==> src/rtl/dqfpij_sched_pkg.sv <==
// Shared definitions for the dq forward-pass sequencer: FSM encodings, lane indices, link width.
package dqfpij_sched_pkg;

    localparam int LINK_W = 3;
    localparam int LANES  = 6;

    localparam int LANE_AX = 0;
    localparam int LANE_AY = 1;
    localparam int LANE_AZ = 2;
    localparam int LANE_LX = 3;
    localparam int LANE_LY = 4;
    localparam int LANE_LZ = 5;

    typedef enum logic [2:0] {
        ST_IDLE = 3'd0,
        ST_S1   = 3'd1,
        ST_S2   = 3'd2,
        ST_S3   = 3'd3,
        ST_DONE = 3'd5
    } state_t;

    function automatic logic j_legal(input logic [LINK_W-1:0] j, input int num_links);
        return (j != '0) && (int'(j) <= num_links);
    endfunction

endpackage

==> src/rtl/dqfpij_sched_if.sv <==
// Port bundle between the sequencer (slave side) and its environment (master side).
// Optional err_out exists only when DQFP_SCHED_ERR_EN is defined.
interface dqfpij_sched_if #(parameter int WIDTH = 32);
    import dqfpij_sched_pkg::*;

    logic                          start_in;
    logic [LINK_W-1:0]             j_in;
    logic                          busy_out;
    logic                          done_out;
    logic [LINK_W-1:0]             link_out;
    logic [2:0]                    state_reg_out;
    logic                          s1_bool_out;
    logic                          s2_bool_out;
    logic                          s3_bool_out;
    logic                          mcross_out;
    logic [LANES-1:0][WIDTH-1:0]   dvdq_curr_vec_in;
    logic [LANES-1:0][WIDTH-1:0]   dadq_curr_vec_in;
    logic [LANES-1:0][WIDTH-1:0]   dfdq_curr_vec_in;
    logic [LANES-1:0][WIDTH-1:0]   dvdq_prev_vec_out;
    logic [LANES-1:0][WIDTH-1:0]   dadq_prev_vec_out;
    logic [LANES-1:0][WIDTH-1:0]   dfdq_vec_out;
    logic [LINK_W-1:0]             dfdq_link_out;
    // Result slot handshake: a word transfers on any clock edge where dfdq_valid_out
    // and dfdq_ready_in are both high; while valid is high and ready low, the slot
    // (data and link) is held unchanged. Valid never drops without a transfer.
    logic                          dfdq_valid_out;
    logic                          dfdq_ready_in;
`ifdef DQFP_SCHED_ERR_EN
    logic                          err_out;
`endif

    modport slave (
        input  start_in, j_in, dvdq_curr_vec_in, dadq_curr_vec_in, dfdq_curr_vec_in,
               dfdq_ready_in,
        output busy_out, done_out, link_out, state_reg_out, s1_bool_out, s2_bool_out,
               s3_bool_out, mcross_out, dvdq_prev_vec_out, dadq_prev_vec_out,
               dfdq_vec_out, dfdq_link_out, dfdq_valid_out
`ifdef DQFP_SCHED_ERR_EN
        , output err_out
`endif
    );

    modport master (
        output start_in, j_in, dvdq_curr_vec_in, dadq_curr_vec_in, dfdq_curr_vec_in,
               dfdq_ready_in,
        input  busy_out, done_out, link_out, state_reg_out, s1_bool_out, s2_bool_out,
               s3_bool_out, mcross_out, dvdq_prev_vec_out, dadq_prev_vec_out,
               dfdq_vec_out, dfdq_link_out, dfdq_valid_out
`ifdef DQFP_SCHED_ERR_EN
        , input err_out
`endif
    );

endinterface

==> src/rtl/dqfpij_sched_vec6_reg.sv <==
// Six-lane word register with synchronous reset and load enable.
module dqfp_vec6_reg
    import dqfpij_sched_pkg::*;
#(
    parameter int WIDTH = 32
) (
    input  logic                        clk,
    input  logic                        reset,
    input  logic                        load,
    input  logic [LANES-1:0][WIDTH-1:0] d,
    output logic [LANES-1:0][WIDTH-1:0] q
);

    always_ff @(posedge clk) begin
        if (reset) begin
            q <= '0;
        end else if (load) begin
            q <= d;
        end
    end

endmodule

==> src/rtl/dqfpij_sched.sv <==
// Sequencer for the dq forward-pass unit: walks links j..NUM_LINKS, feeds back prev vectors,
// streams dfdq per link. Define DQFP_SCHED_ERR_EN to add err_out for illegal start requests.
module dqfpij_sched
    import dqfpij_sched_pkg::*;
#(
    parameter int WIDTH        = 32,
    parameter int DECIMAL_BITS = 16,
    parameter int NUM_LINKS    = 7
) (
    input logic            clk,
    input logic            reset,
    dqfpij_sched_if.slave  bus
);

    if (NUM_LINKS < 1 || NUM_LINKS > 7 || DECIMAL_BITS >= WIDTH) begin : g_bad_params
        $error("dqfpij_sched: illegal parameter set");
    end

    state_t            state_q, state_d;
    logic [LINK_W-1:0] link_q, link_d;
    logic [LINK_W-1:0] j_q;
    logic [LINK_W-1:0] dfdq_link_q;
    logic              valid_q;
    logic              start_ok;
    logic              can_load;
    logic              load;
    logic              done;

    assign start_ok = bus.start_in && j_legal(bus.j_in, NUM_LINKS);
    // The slot may take a new word if it is empty or its current word leaves this cycle.
    assign can_load = !valid_q || bus.dfdq_ready_in;

    always_comb begin
        state_d = state_q;
        link_d  = link_q;
        load    = 1'b0;
        done    = 1'b0;
        case (state_q)
            ST_IDLE: begin
                if (start_ok) begin
                    state_d = ST_S1;
                    link_d  = bus.j_in;
                end
            end
            ST_S1: state_d = ST_S2;
            ST_S2: state_d = ST_S3;
            ST_S3: begin
                if (can_load) begin
                    load = 1'b1;
                    if (int'(link_q) == NUM_LINKS) begin
                        state_d = ST_DONE;
                    end else begin
                        link_d  = link_q + 1'b1;
                        state_d = ST_S1;
                    end
                end
            end
            ST_DONE: begin
                if (can_load) begin
                    done    = 1'b1;
                    state_d = ST_IDLE;
                    link_d  = '0;
                end
            end
            default: begin
                state_d = ST_IDLE;
                link_d  = '0;
            end
        endcase
    end

    always_ff @(posedge clk) begin
        if (reset) begin
            state_q     <= ST_IDLE;
            link_q      <= '0;
            j_q         <= '0;
            valid_q     <= 1'b0;
            dfdq_link_q <= '0;
        end else begin
            state_q <= state_d;
            link_q  <= link_d;
            if (state_q == ST_IDLE && start_ok) begin
                j_q <= bus.j_in;
            end
            if (load) begin
                valid_q     <= 1'b1;
                dfdq_link_q <= link_q;
            end else if (bus.dfdq_ready_in) begin
                valid_q <= 1'b0;
            end
        end
    end

`ifdef DQFP_SCHED_ERR_EN
    logic err_q;
    always_ff @(posedge clk) begin
        if (reset) begin
            err_q <= 1'b0;
        end else begin
            err_q <= (state_q == ST_IDLE) && bus.start_in && !j_legal(bus.j_in, NUM_LINKS);
        end
    end
    assign bus.err_out = err_q;
`endif

    dqfp_vec6_reg #(.WIDTH(WIDTH)) u_dvdq_prev (
        .clk(clk), .reset(reset), .load(load), .d(bus.dvdq_curr_vec_in), .q(bus.dvdq_prev_vec_out)
    );
    dqfp_vec6_reg #(.WIDTH(WIDTH)) u_dadq_prev (
        .clk(clk), .reset(reset), .load(load), .d(bus.dadq_curr_vec_in), .q(bus.dadq_prev_vec_out)
    );
    dqfp_vec6_reg #(.WIDTH(WIDTH)) u_dfdq_slot (
        .clk(clk), .reset(reset), .load(load), .d(bus.dfdq_curr_vec_in), .q(bus.dfdq_vec_out)
    );

    assign bus.busy_out       = (state_q != ST_IDLE);
    assign bus.done_out       = done;
    assign bus.link_out       = link_q;
    assign bus.state_reg_out  = state_q;
    assign bus.s1_bool_out    = (state_q == ST_S1);
    assign bus.s2_bool_out    = (state_q == ST_S2);
    assign bus.s3_bool_out    = (state_q == ST_S3);
    assign bus.mcross_out     = (state_q == ST_S1 || state_q == ST_S2 || state_q == ST_S3)
                                && (link_q == j_q);
    assign bus.dfdq_link_out  = dfdq_link_q;
    assign bus.dfdq_valid_out = valid_q;

endmodule

==> src/flat_wrapper.sv <==
// flat-port wrapper written by rule: the top's interface ports become plain ports
module dqfpij_sched_flat import dqfpij_sched_pkg::*;
#(
    parameter int WIDTH        = 32,
    parameter int DECIMAL_BITS = 16,
    parameter int NUM_LINKS    = 7
)
  (clk, reset, bus_start_in, bus_j_in, bus_dvdq_curr_vec_in, bus_dadq_curr_vec_in, bus_dfdq_curr_vec_in, bus_dfdq_ready_in, bus_busy_out, bus_done_out, bus_link_out, bus_state_reg_out, bus_s1_bool_out, bus_s2_bool_out, bus_s3_bool_out, bus_mcross_out, bus_dvdq_prev_vec_out, bus_dadq_prev_vec_out, bus_dfdq_vec_out, bus_dfdq_link_out, bus_dfdq_valid_out);
  dqfpij_sched_if #(.WIDTH(WIDTH)) bus_i ();
  input logic clk;
  input logic reset;
  input wire logic [$bits(bus_i.start_in)-1:0] bus_start_in;
  input wire logic [$bits(bus_i.j_in)-1:0] bus_j_in;
  input wire logic [$bits(bus_i.dvdq_curr_vec_in)-1:0] bus_dvdq_curr_vec_in;
  input wire logic [$bits(bus_i.dadq_curr_vec_in)-1:0] bus_dadq_curr_vec_in;
  input wire logic [$bits(bus_i.dfdq_curr_vec_in)-1:0] bus_dfdq_curr_vec_in;
  input wire logic [$bits(bus_i.dfdq_ready_in)-1:0] bus_dfdq_ready_in;
  output wire logic [$bits(bus_i.busy_out)-1:0] bus_busy_out;
  output wire logic [$bits(bus_i.done_out)-1:0] bus_done_out;
  output wire logic [$bits(bus_i.link_out)-1:0] bus_link_out;
  output wire logic [$bits(bus_i.state_reg_out)-1:0] bus_state_reg_out;
  output wire logic [$bits(bus_i.s1_bool_out)-1:0] bus_s1_bool_out;
  output wire logic [$bits(bus_i.s2_bool_out)-1:0] bus_s2_bool_out;
  output wire logic [$bits(bus_i.s3_bool_out)-1:0] bus_s3_bool_out;
  output wire logic [$bits(bus_i.mcross_out)-1:0] bus_mcross_out;
  output wire logic [$bits(bus_i.dvdq_prev_vec_out)-1:0] bus_dvdq_prev_vec_out;
  output wire logic [$bits(bus_i.dadq_prev_vec_out)-1:0] bus_dadq_prev_vec_out;
  output wire logic [$bits(bus_i.dfdq_vec_out)-1:0] bus_dfdq_vec_out;
  output wire logic [$bits(bus_i.dfdq_link_out)-1:0] bus_dfdq_link_out;
  output wire logic [$bits(bus_i.dfdq_valid_out)-1:0] bus_dfdq_valid_out;
  assign bus_i.start_in = bus_start_in;
  assign bus_i.j_in = bus_j_in;
  assign bus_i.dvdq_curr_vec_in = bus_dvdq_curr_vec_in;
  assign bus_i.dadq_curr_vec_in = bus_dadq_curr_vec_in;
  assign bus_i.dfdq_curr_vec_in = bus_dfdq_curr_vec_in;
  assign bus_i.dfdq_ready_in = bus_dfdq_ready_in;
  assign bus_busy_out = bus_i.busy_out;
  assign bus_done_out = bus_i.done_out;
  assign bus_link_out = bus_i.link_out;
  assign bus_state_reg_out = bus_i.state_reg_out;
  assign bus_s1_bool_out = bus_i.s1_bool_out;
  assign bus_s2_bool_out = bus_i.s2_bool_out;
  assign bus_s3_bool_out = bus_i.s3_bool_out;
  assign bus_mcross_out = bus_i.mcross_out;
  assign bus_dvdq_prev_vec_out = bus_i.dvdq_prev_vec_out;
  assign bus_dadq_prev_vec_out = bus_i.dadq_prev_vec_out;
  assign bus_dfdq_vec_out = bus_i.dfdq_vec_out;
  assign bus_dfdq_link_out = bus_i.dfdq_link_out;
  assign bus_dfdq_valid_out = bus_i.dfdq_valid_out;
  dqfpij_sched #(.WIDTH(WIDTH), .DECIMAL_BITS(DECIMAL_BITS), .NUM_LINKS(NUM_LINKS)) u_core (.clk(clk), .reset(reset), .bus(bus_i));
endmodule
==> config.mk <==
export PLATFORM = sky130hd
export DESIGN_NAME = dqfpij_sched_flat
export DESIGN_NICKNAME = d
export VERILOG_FILES = /design/src/rtl/dqfpij_sched_pkg.sv /design/src/rtl/dqfpij_sched_if.sv /design/src/rtl/dqfpij_sched_vec6_reg.sv /design/src/rtl/dqfpij_sched.sv /design/src/flat_wrapper.sv
export SDC_FILE = /design/constraint.sdc
export NUM_CORES = 1
export LEC_CHECK = 0
export ABC_AREA = 1
export CAP_MARGIN = 15
export CORE_AREA = 8 8 447 449
export CTS_BUF_LIST = sky130_fd_sc_hd__clkbuf_8 sky130_fd_sc_hd__clkbuf_16
export CTS_CLUSTER_DIAMETER = 100
export DETAILED_ROUTE_END_ITERATION = 6
export DIE_AREA = 0 0 455 457
export GPL_ROUTABILITY_DRIVEN = 0
export GPL_TIMING_DRIVEN = 0
export PLACE_DENSITY_LB_ADDON = 0.05
export SLEW_MARGIN = 10
export SYNTH_ARGS = -nofsm -noshare
export SYNTH_HDL_FRONTEND = slang
export SYNTH_HIERARCHICAL = 1
export SYNTH_SLANG_ARGS = --single-unit
==> constraint.sdc <==
create_clock -name clk -period 2 [get_ports clk]
set_input_delay 0.4 -clock clk [delete_from_list [all_inputs] [get_ports clk]]
set_output_delay 0.4 -clock clk [all_outputs]
set_load 0.05 [all_outputs]
* Word-level counts from Yosys, hierarchy flattened *
Cells that the tools add are included.

operators by class
  multiplexer cells = 14
  equality and inequality tests = 10
  bitwise logic cells = 1
  reduce and logical (&&, ||, !) cells = 14
  add/subtract/negate cells = 1

operators by type and width
  operator                                                                  count
  3-bit two-way mux                                                         7
  3-bit case mux with 5 select lines                                        1
  3-bit case mux with 4 select lines                                        1
  3-bit by 1-bit == test with 1-bit output (second input constant)          2
  3-bit by 2-bit == test with 1-bit output (second input constant)          2
  2-bit by 1-bit inequality test with 1-bit output (second input constant)  3
  3-bit nonzero test                                                        2
  1-bit two-way mux                                                         5
  5-bit AND reduction                                                       1
  3-bit by 1-bit adder with 3-bit output (second input constant)            1
  3-bit == test                                                             1
  3-bit == test (second input constant)                                     1
  1-bit logical AND                                                         3
  3-bit zero test                                                           1
  1-bit logical OR                                                          3
  3-bit AND reduction                                                       1
  2-bit inequality test (second input constant)                             1
  2-bit nonzero test                                                        1
  2-bit OR reduction                                                        1
  1-bit zero test                                                           1
  1-bit inverter                                                            1

storage, ports and cells
  register bits = 589
  logic and storage cells = 63
  input port bits = 583

* Depth between registers and ports, before layout *
  word-level depth = 5
  depth in mapped cells = 9
  depth with buffers taken out = 9

* Hierarchy *
The synthesis kept the hierarchy.

by module, submodules not included
  module         instances  sequential area each (sq um)  area an instance (sq um)  cells an instance
  dqfp_vec6_reg  3          3,843.7                       8,481.9                   1,217
  dqfpij_sched   1          260.2                         694.4                     94

* Worst setup path before layout *
OpenSTA, ideal clock, no wires.

  kind = reg-to-output
  start point = register u_core.link_q[1] (netlist: u_core/bus.link_out[1])
  end point = output bus_mcross_out
  data arrival time = 2.460 ns
  path buffers = 0
  required time = 1.600 ns
  slack = -0.860 ns
  stages on the path, launching flop included = 4
  cells stage by stage = dfxtp_1 inv_1 a22o_1 nor4_1

on the way
  cells in the longest elaborated chain, start to end = 2

ends and longest elaborated chain
  what                      line                 text
  start: declaration        dqfpij_sched.sv:20   logic [LINK_W-1:0] link_q, link_d;
  start signal: assignment  dqfpij_sched.sv:81   link_q <= link_d;
  3-bit == test             dqfpij_sched.sv:124  && (link_q == j_q);
  1-bit logical AND         dqfpij_sched.sv:124
  end: declaration          flat_wrapper.sv:25   output wire logic [$bits(bus_i.mcross_out)-1:0] bus_mcross_out;

No other way between the ends.

* Worst setup path in the final report *
  start point = register u_core.link_q[0] (netlist: u_core/bus.link_out[0])
  end point = output bus_mcross_out

The elaborated chain is that of the path after synthesis.

==> summary.txt <==
Outcome
  – Outcome: complete, but fails checks
  – Failing checks: setup timing

Global route
  – Grt ovf: 0
  – Vias in the first global route: 26.4k
  – GRT Total Usage: 15.9%
  – Initial antenna violation count: approximately 110
  – Largest net degree at the start of global routing: 13
  – First-pass GRT wire length: 229 mm

STA
  – Pins Over Slew Limit: 0
  – RSZ-0062 raised after global routing: true
  – Final Hold Fails: 0
  – Fin crit period: 2.13 ns
  – Worst-margin pin slew: 0.715 ns
  – Period utilization: 106%
  – WHS: 0.304 ns
  – Rel. slew slack: about 52%
  – Final WS setup: -0.129 ns
  – Max Freq: 470 MHz
  – Final Setup Violations: 3
  – Clock skew: between 0.02 and 0.03 ns

Route
  – DR vias/cell: approximately 3.4
  – Routed wire length: ~170 mm
  – DR top layer: met5
  – Met2 wire length: 86.2 mm
  – Residual DRC: 0
  – Via count: 26.2k
  – Routed length on met3: 18.4 mm
  – First drt pass iteration count: 4
  – 1st-iter DRT viols: slightly above 800
  – Wire per inst: 22.4 um
  – Post-Route M1 WL: 62.2 mm
  – Number of nets with antenna violations after routing: 0

Floorplanning
  – Row count: approximately 160
  – Die ar.: 208,000 um^2
  – Initial Utilization: 13.5%
  – Chip height: between 400 and 500 um
  – Die width: 455 um
  – Io pins: 1,175
  – Core area: just under 200,000 um^2

Critical path
  – Crit. End Element: primary output
  – Arrival time at the worst endpoint: 1.73 ns
  – CP Launch Type: register
  – Crit-path max FO: 2
  – Worst Setup Path Type: reg -> out
  – Reg-to-reg setup timing slack: roughly 0.050 ns
  – CP required: 1.60 ns

Logic synthesis
  – Async S/R FF share, synth: 0%
  – Yosys warning total: 6
  – Yosys top cell by area: dfxtp_1
  – Synth Instances: 3,745
  – Mean Syn Cell Area: around 7 um^2
  – Post-synth EDFFs: 0
  – Most frequent cell after synthesis: nand2_1
  – Post-synth cell types: 27
  – Post-Syn Nets: 4,330
  – Most frequent cells after synthesis: nand2_1, nor2_1, inv_1
  – Top FF cell, synth: dfxtp_1
  – Seq/Total Area, Yosys: a little under half
  – Synth top area share: 45.1%
  – Synth Cell Area: 26,100 um^2
  – Synthesized flop and latch total: 589
  – Synth area leaders: dfxtp_1, nand2_1, nor2_1, inv_1, nor2_2

Power and ir drop
  – Total Power: roughly 42 mW
  – Lkg Pwr: 19.3 nW
  – Power density over the cells: 950 nW/um^2
  – VDD IR max: roughly 600 uV

Clocking
  – Clk slew on worst S/H paths: ~0.06 ns
  – Max clock buf depth: 3
  – CTS tree: done
  – Root buf cell: clkbuf_16
  – H-tree levels: 3
  – TritonCTS Buffers: 90
  – Sink Count: 589
  – Clk_lat worst skew: 0.70 ns
  – Hold_buf cts: 0

Layout
  – Final core occ: 23.2%
  – Fraction of layout cells with a size suffix above 1: 30.3%
  – Fin cells: about 7.7k
  – Layout Nets: 5,610
  – Area growth from synthesis to layout: 71.2%
  – Layout fillers: 21.8k

Placement
  – DP Wirelength: 141 mm
  – Placed Instances: 7,461
  – Port Buffers: approximately 1.2k

Flow run
  – Max-Cap Viols: 0

Hold path
  – Worst Hold Class: in -> reg
critical path, cell delays in order, from the launching register on:
cell and delay (ns):
dfxtp_4 0.35, xor2_2 0.19, nor4_4 0.26, buf_6 0.21
per-layer routing:
| layer | up-vias | GRT usage (%) |
|---|---|---|
| met5 | - | 0 |
| met4 | 36 | 3.92 |
| met3 | 305 | 7.66 |
| met2 | 856 | 29.0 |
| met1 | 11800 | 16.1 |
| li1 | 13200 | - |
cell type report:
class | count | area (um^2) | share of cell area [%]
sequential | 589 | 11800 | 26.4
timing repair buffer | 1188 | 12200 | 27.4
multi-input combinational | 2369 | 10500 | 23.6
clock buffer | 114 | 2610 | 5.82
clock inverter | 52 | 379 | 0.847
buffer | 192 | 1670 | 3.73
inverter | 595 | 2240 | 5.01
antenna | 23 | 57.6 | 0.129
tap | 2542 | 3180 | 7.11
power by group:
group	leakage (nW)	internal (mW)	switching [mW]
registers	4.77	12.9	0.612
clock network	1.58	9.66	6.64
logic	13.0	4.29	8.43
cells in the final DEF, fill, tap and decap left out, drive strengths merged:
| cell | Yosys | routed |
|---|---|---|
| nor2 | 1172 | 1172 |
| nand2 | 1166 | 1166 |
| inv | 595 | 625 |
| dfxtp | 589 | 589 |
| clkdlybuf4s50 | 0 | 582 |
| clkdlybuf4s15 | 0 | 503 |
| buf | 183 | 265 |
| clkbuf | 9 | 123 |
| diode | 0 | 23 |
| clkdlybuf4s18 | 0 | 21 |
| clkinv | 0 | 16 |
| o21ai | 8 | 8 |
| nand3 | 7 | 7 |
| a21oi | 6 | 6 |
| bufinv | 0 | 4 |
| a211oi | 3 | 3 |
| clkinvlp | 0 | 2 |
| o22ai | 2 | 2 |
| ha | 2 | 2 |
| xor2 | 1 | 1 |
| a22o | 1 | 1 |
| nor4 | 1 | 1 |
path summary, 6_finish.rpt:
check,startpoint,end,cells past startpoint
worst min-delay path,bus_dvdq_curr_vec_in[86],u_core/u_dvdq_prev/q[86],5
worst max register to register,u_core/bus.state_reg_out[1],u_core/u_dvdq_prev/q[93],9
worst min register to register,u_core/u_dvdq_prev/q[159],u_core/u_dvdq_prev/q[159],2
worst max-delay path,u_core/bus.link_out[0],bus_mcross_out,3
registers in the layout (all words and copies together), names as in the netlist:
name and cells:
u_core/u_dvdq_prev/q 192, u_core/j_q 3, u_core/bus.dfdq_valid_out 1, u_core/bus.state_reg_out 3, u_core/u_dfdq_slot/q 192, u_core/u_dadq_prev/q 192
u_core/bus.dfdq_link_out 3, u_core/bus.link_out 3
through the flow:
| step | area (um^2) | TNS [ns] | setup WS [ns] |
|---|---|---|---|
| floorplan | 26200 | 0 | 0.00327 |
| global placement | 41100 | -316.05 | -0.887 |
| detailed placement | 41100 | -306.04 | -0.868 |
| CTS | 44600 | -0.492 | -0.264 |
| global route | 44700 | -0.820 | -0.275 |
| finish | 44700 | -0.174 | -0.129 |
cell families (layout without fill, tap and decap cells):
group / after synthesis / count (layout) / synth area share (%)
and+or+nand+nor: 2346 / 2346 / 39.4
other: 0 / 23 / 0
DFF: 589 / 589 / 45.1
adders and majority gates: 2 / 2 / 0.0957
xor gates and xnor gates: 1 / 1 / 0.0335
buffers and inverters: 787 / 2141 / 14.9
AOI/OAI and AO/OA: 20 / 20 / 0.436
repair_timing:
action / in CTS / in global routing
gates resized for setup: 1994 / 6
setup buffers: 11 / 3
setup endpoints to repair: 942 / 8
pin swaps: 5 / 2
Power figures use the tool's default switching activity.
